**src/rtl/stat_dump_uart.sv**
```systemverilog
// Statistics dump transmitter: snapshots five 32-bit counters on request and sends them
// as one 22-byte UART 8N1 frame (header, 20 big-endian data bytes, XOR checksum).
module stat_dump_uart #(
   parameter int         CLK_DIV = 868,
   parameter logic [7:0] HEADER  = 8'hA5
) (
   input  logic        clk,
   input  logic        rst,
   input  logic        start,
   input  logic [31:0] total_cycles,
   input  logic [31:0] uncondi_num,
   input  logic [31:0] condi_num,
   input  logic [31:0] condi_suc_num,
   input  logic [31:0] syscall_out,
   output logic        tx,
   output logic        busy,
   output logic        done
);

   localparam logic [15:0] BAUD_LAST = 16'(CLK_DIV - 1);
   localparam logic [4:0]  LAST_IDX  = 5'd21;

   typedef enum logic [1:0] {
      ST_IDLE  = 2'd0,
      ST_START = 2'd1,
      ST_DATA  = 2'd2,
      ST_STOP  = 2'd3
   } state_t;

   // Byte idx of the frame: 0 header, 1..20 snapshot MSB-first, 21 checksum.
   function automatic logic [7:0] frame_byte(input logic [159:0] snap,
                                             input logic [4:0]   idx,
                                             input logic [7:0]   csum);
      logic [7:0]   amt;
      logic [159:0] sh;
      amt = 8'd160 - {idx, 3'b000};
      sh  = snap >> amt;
      if (idx == 5'd0) begin
         frame_byte = HEADER;
      end else if (idx <= 5'd20) begin
         frame_byte = sh[7:0];
      end else begin
         frame_byte = csum;
      end
   endfunction

   state_t         state_r, state_nx_s;
   logic [15:0]    baud_r, baud_nx_s;
   logic [2:0]     bit_r, bit_nx_s;
   logic [4:0]     idx_r, idx_nx_s;
   logic [7:0]     csum_r, csum_nx_s;
   logic [159:0]   snap_r;
   logic           tx_r, tx_nx_s;
   logic           busy_r, busy_nx_s;
   logic           done_r, done_nx_s;
   logic           load_s;
   logic           baud_end_s;
   logic [7:0]     cur_byte_s;

   assign cur_byte_s = frame_byte(snap_r, idx_r, csum_r);
   assign baud_end_s = (baud_r == BAUD_LAST);

   // Next-state and next-output logic for the frame sequencer.
   always_comb begin
      state_nx_s = state_r;
      baud_nx_s  = baud_r;
      bit_nx_s   = bit_r;
      idx_nx_s   = idx_r;
      csum_nx_s  = csum_r;
      tx_nx_s    = tx_r;
      busy_nx_s  = busy_r;
      done_nx_s  = 1'b0;
      load_s     = 1'b0;
      case (state_r)
         ST_IDLE: begin
            if (start) begin
               load_s     = 1'b1;
               state_nx_s = ST_START;
               baud_nx_s  = 16'd0;
               bit_nx_s   = 3'd0;
               idx_nx_s   = 5'd0;
               csum_nx_s  = 8'd0;
               tx_nx_s    = 1'b0;
               busy_nx_s  = 1'b1;
            end else begin
               tx_nx_s    = 1'b1;
               busy_nx_s  = 1'b0;
            end
         end
         ST_START: begin
            if (baud_end_s) begin
               baud_nx_s  = 16'd0;
               bit_nx_s   = 3'd0;
               state_nx_s = ST_DATA;
               tx_nx_s    = cur_byte_s[0];
            end else begin
               baud_nx_s  = baud_r + 16'd1;
            end
         end
         ST_DATA: begin
            if (baud_end_s) begin
               baud_nx_s = 16'd0;
               if (bit_r == 3'd7) begin
                  state_nx_s = ST_STOP;
                  tx_nx_s    = 1'b1;
               end else begin
                  bit_nx_s   = bit_r + 3'd1;
                  tx_nx_s    = cur_byte_s[bit_r + 3'd1];
               end
            end else begin
               baud_nx_s = baud_r + 16'd1;
            end
         end
         ST_STOP: begin
            if (baud_end_s) begin
               baud_nx_s = 16'd0;
               if (idx_r != LAST_IDX) begin
                  // Header is excluded from the checksum.
                  if (idx_r != 5'd0) begin
                     csum_nx_s = csum_r ^ cur_byte_s;
                  end else begin
                     csum_nx_s = csum_r;
                  end
                  idx_nx_s   = idx_r + 5'd1;
                  state_nx_s = ST_START;
                  tx_nx_s    = 1'b0;
               end else begin
                  state_nx_s = ST_IDLE;
                  busy_nx_s  = 1'b0;
                  done_nx_s  = 1'b1;
                  tx_nx_s    = 1'b1;
               end
            end else begin
               baud_nx_s = baud_r + 16'd1;
            end
         end
         default: begin
            state_nx_s = ST_IDLE;
            tx_nx_s    = 1'b1;
            busy_nx_s  = 1'b0;
         end
      endcase
   end

   // State, counters and registered outputs.
   always_ff @(posedge clk) begin
      if (rst) begin
         state_r <= ST_IDLE;
         baud_r  <= 16'd0;
         bit_r   <= 3'd0;
         idx_r   <= 5'd0;
         csum_r  <= 8'd0;
         tx_r    <= 1'b1;
         busy_r  <= 1'b0;
         done_r  <= 1'b0;
      end else begin
         state_r <= state_nx_s;
         baud_r  <= baud_nx_s;
         bit_r   <= bit_nx_s;
         idx_r   <= idx_nx_s;
         csum_r  <= csum_nx_s;
         tx_r    <= tx_nx_s;
         busy_r  <= busy_nx_s;
         done_r  <= done_nx_s;
      end
   end

   // Snapshot of the statistics taken on the accept edge.
   always_ff @(posedge clk) begin
      if (rst) begin
         snap_r <= 160'd0;
      end else if (load_s) begin
         snap_r <= {total_cycles, uncondi_num, condi_num, condi_suc_num, syscall_out};
      end else begin
         snap_r <= snap_r;
      end
   end

   assign tx   = tx_r;
   assign busy = busy_r;
   assign done = done_r;

endmodule

```
**config.mk**
```make
export PLATFORM = sky130hd
export DESIGN_NAME = stat_dump_uart
export DESIGN_NICKNAME = d
export VERILOG_FILES = /design/src/rtl/stat_dump_uart.sv
export SDC_FILE = /design/constraint.sdc
export NUM_CORES = 1
export LEC_CHECK = 0
export ABC_CLOCK_PERIOD_IN_PS = 3600
export CAP_MARGIN = 0
export CORE_ASPECT_RATIO = 0.75
export CORE_MARGIN = 2
export CORE_UTILIZATION = 57
export DETAILED_ROUTE_END_ITERATION = 8
export DONT_BUFFER_PORTS = 1
export MAX_ROUTING_LAYER = met4
export PLACE_DENSITY = 0.74
export REMOVE_ABC_BUFFERS = 1
export SKIP_CTS_REPAIR_TIMING = 1
export SYNTH_ARGS = -nofsm -noshare
export SYNTH_HDL_FRONTEND = slang
export SYNTH_SLANG_ARGS = --single-unit
```
**constraint.sdc**
```tcl
create_clock -name clk -period 3.6 [get_ports clk]
set_input_delay 0.72 -clock clk [delete_from_list [all_inputs] [get_ports clk]]
set_output_delay 0.72 -clock clk [all_outputs]
set_load 0.1 [all_outputs]
```
==> impl_summary.txt <==
----------------------------------------------------
[Min path]
  Path class of the lowest-slack min-delay path ... in2reg

[Yosys]
  Netlist Area Pre-Place ... between 8000 and 9000 um^2
  Number of synthesized flops with an enable pin ... 0
  Cell type contributing the most total cell area after synthesis ... dfxtp_1
  Synth Instances ... 1080
  Cells taking the most area after synthesis ... dfxtp_1 (44%), nand2_1 (15%), a21oi_1 (9.9%)
  Number of warnings reported in the yosys synthesis log ... 0
  Proportion of register bits with asynchronous set or reset after synthesis ... 0%
  Yosys top cell area share ... 44.2%
  Flop and latch count out of synthesis ... 197
  Portion of the post-synthesis area used by sequential elements ... 44.2%
  Predominant post-synthesis flop cell ... dfxtp_1
  Count of unique library cells instantiated by Yosys ... 61
  Syn avg cell area ... 8.26 um^2

[Detailed routing]
  DRC errors left ... 0
  Via count ... 7139
  Initial detailed-routing violation count ... 572
  Antenna Violating Nets Remaining ... 0
  Iteration count of the initial detailed-routing pass ... 5
  Wirelength per Cell ... 16.3 um
  Vias per Instance ... 5.70
  Total wire length ... 20400 um

[Floorplanning]
  Die Span Y ... ~110 um
  Std-Cell Rows ... 39
  I/O pin count ... 166
  Floorplan die area ... 16700 um^2
  Die X-Extent ... 148 um
  Starting Density ... 58.4%
  Core Box Area ... 15300 um^2

[Global routing]
  Vias in the first global route ... 6638
  Number of antenna violations at the first check in global routing ... 0
  Total overflow reported by the global router ... 0
  Global-route wire length before repair ... 33300 um
  Maximum number of pins on one net before global-route repair ... 172
  Overall fraction of global-route tracks in use ... 25.7%

[Timing]
  Final hold violation count ... 0
  Unrepaired setup endpoints after global routing ... no
  Final setup fails ... 0
  Ratio of final minimum period to clock period ... 85.4%
  Setup ws final ... 0.524 ns
  Fmax ... around 330 MHz
  Final count of pins violating max slew ... 0
  Final hold slack ... 0.337 ns
  Worst setup skew after layout ... 0.00861 ns
  Slew at the pin with the worst max-slew slack ... around 1.0 ns
  Clock period minus final worst setup slack ... 3.08 ns
  Worst relative slew slack ... between 30% and 40%

[Finish]
  Multi-input logic area ... 4630 um^2
  Number of inserted filler cells in the final layout ... about 1300
  Share of layout cells above drive strength 1 ... 8.97%
  Most common cell after layout, fill and taps aside ... nand2_1
  Net count of the finished layout ... 1209
  Highest-count cells in the layout ignoring fill and taps ... nand2_1 (354), dfxtp_1 (196), a21oi_1 (176)
  Filler-free cell count of the finished design ... 1253
  Layout area overhead ... 7.11%
  Area used by sequential logic in the layout ... 3950 um^2
  Number of antenna cells inserted ... 0
  Utilization after layout ... 62.6%
  Total non-filler cell area in the finished layout ... 9550 um^2

[Flow run]
  Count of maximum capacitance violations ... 0

[Worst setup path]
  Critical Path, Cell by Cell ... o21ai_1 > xnor2_2 > mux2i_1 > mux2i_1 > a21oi_1 > a2111oi_1 > a2111oi_2 > nand4_1
  Buf/Inv on CP ... 0
  Largest stage delay on the critical path ... 0.72 ns
  Crit end category ... register
  Maximum net fanout on the critical path ... 14
  Critical Path RT ... 3.98 ns
  Startpoint kind of the worst setup timing path ... register
  Slowest cell on the critical path ... dfxtp_1
  Cell repeated most along the worst path ... mux2i_1
  Crit-path leading delay family ... compound AO/OA/AOI/OAI gates
  Crit Path Category ... reg2reg
  Crit path arrival time ... 3.45 ns

[Clocking]
  Bufs on Longest Clock Path ... 2
  Total number of clock tree sinks ... 197
  Worst-Skew Late Latency ... approximately 0.44 ns
  Number of clock buffers inserted by TritonCTS ... 17
  CTS tree ... done
  CTS clock-pin slew for the worst setup and hold paths ... around 0.080 ns
  H-tree Lvls ... 4
  CTS Root Buffer Type ... clkbuf_16

[Pwr]
  Reported leakage power ... 3.47 nW
  Worst ir drop on vdd ... approximately 0.37 mV
  Power density normalized to cell area ... 728 nW/um^2

[Placement]
  Placed Instance Area ... 9000 um^2
  Worst setup slack before clock tree synthesis ... 0.538 ns
  Gpl congestion ... between 0.9 and 1
  Number of placed instances with taps included ... 1221
  HPWL after DPL ... 14000 um
  Number of buffers inserted by port buffering ... 0

[Status]
  Run status ... finished clean

----------------------------------------------------
-- final cells by class --
| type | count | share of cell area, % |
|---|---|---|
| repair buffers | 12 | 1.20 |
| clock buffers | 19 | 4.64 |
| flip-flops and latches | 197 | 41.3 |
| inverters | 13 | 0.511 |
| clock inverters | 13 | 1.17 |
| multi-input cells | 794 | 48.5 |
| well taps | 205 | 2.68 |
-- registers in the layout (all words and copies together) (netlist names) --
signal	cells
snap_r	160
baud_r	16
csum_r	8
idx_r	5
bit_r	3
state_r	2
busy	1
done	1
tx	1
-- worst paths after layout --
kind	start	slack (ns)	endpoint	cells past startpoint
hold reg to reg	snap_r[18]$_SDFFE_PP0P_	0.45	snap_r[18]$_SDFFE_PP0P_	2
setup reg to reg	idx_r[2]$_SDFFE_PP0P_	0.52	tx$_SDFFE_PP1P_	8
setup / recovery	idx_r[2]$_SDFFE_PP0P_	0.52	tx$_SDFFE_PP1P_	8
hold / removal	rst	0.34	snap_r[26]$_SDFFE_PP0P_	1
-- cells in the mapped netlist (all sizes together), types with 2 or more instances --
library cell,instances
nand2,355
nand4,13
a31oi,4
xnor2,12
and3,2
nand4b,2
a221oi,4
nor2b,6
dfxtp,197
ha,11
mux2,2
mux4,36
o211ai,4
nand2b,5
and2,3
a211oi,4
xor2,15
mux2i,19
nor2,54
or3,2
a2111oi,2
inv,12
buf,14
o21ai,12
nor3,11
nor4b,3
clkbuf,62
nand3,11
o221ai,2
o211a,3
a21oi,176
nor3b,2
nand3b,2
-- power breakdown --
group / switching [W] / total (W) / internal [W]
Sequential: 0.000264 / 0.00281 / 0.00255
Combinational: 0.00140 / 0.00234 / 0.000945
Clock: 0.000880 / 0.00180 / 0.000923
Total: 0.00254 / 0.00696 / 0.00442
-- per-stage QoR --
step                      power, W  TNS (ns)
after floorplan            0.00461    -38.37
after global placement     0.00515         0
after detailed placement   0.00520         0
after CTS                  0.00699         0
after global routing       0.00740         0
final                      0.00696         0
-- per-layer routing --
layer	up-vias	routed length (um)	GRT usage [%]
met4	0	201	6.86
met1	3313	10000	38.5
met5	-	0	-
li1	3574	-	-
met3	19	1350	4.35
met2	233	8820	36.1
-- worst register-to-register path, stage by stage (launching register included) --
cell	delay, ns
dfxtp_1	0.72
o21ai_1	0.30
xnor2_2	0.54
mux2i_1	0.15
mux2i_1	0.33
a21oi_1	0.15
a2111oi_1	0.59
a2111oi_2	0.09
nand4_1	0.15
-- logic make-up (layout without fill, tap and decap cells) --
group / Yosys count / in the layout / share of synthesized area, %
adders and majority gates: 11 / 11 / 1.54
AOI/OAI and AO/OA: 222 / 222 / 13.7
and+or+nand+nor: 477 / 477 / 22.2
xor gates and xnor gates: 27 / 27 / 2.82
buffers and inverters: 89 / 57 / 4.05
DFF: 197 / 197 / 44.2
muxes: 57 / 57 / 11.5
Note: power is estimated with default switching activity, not from simulation.
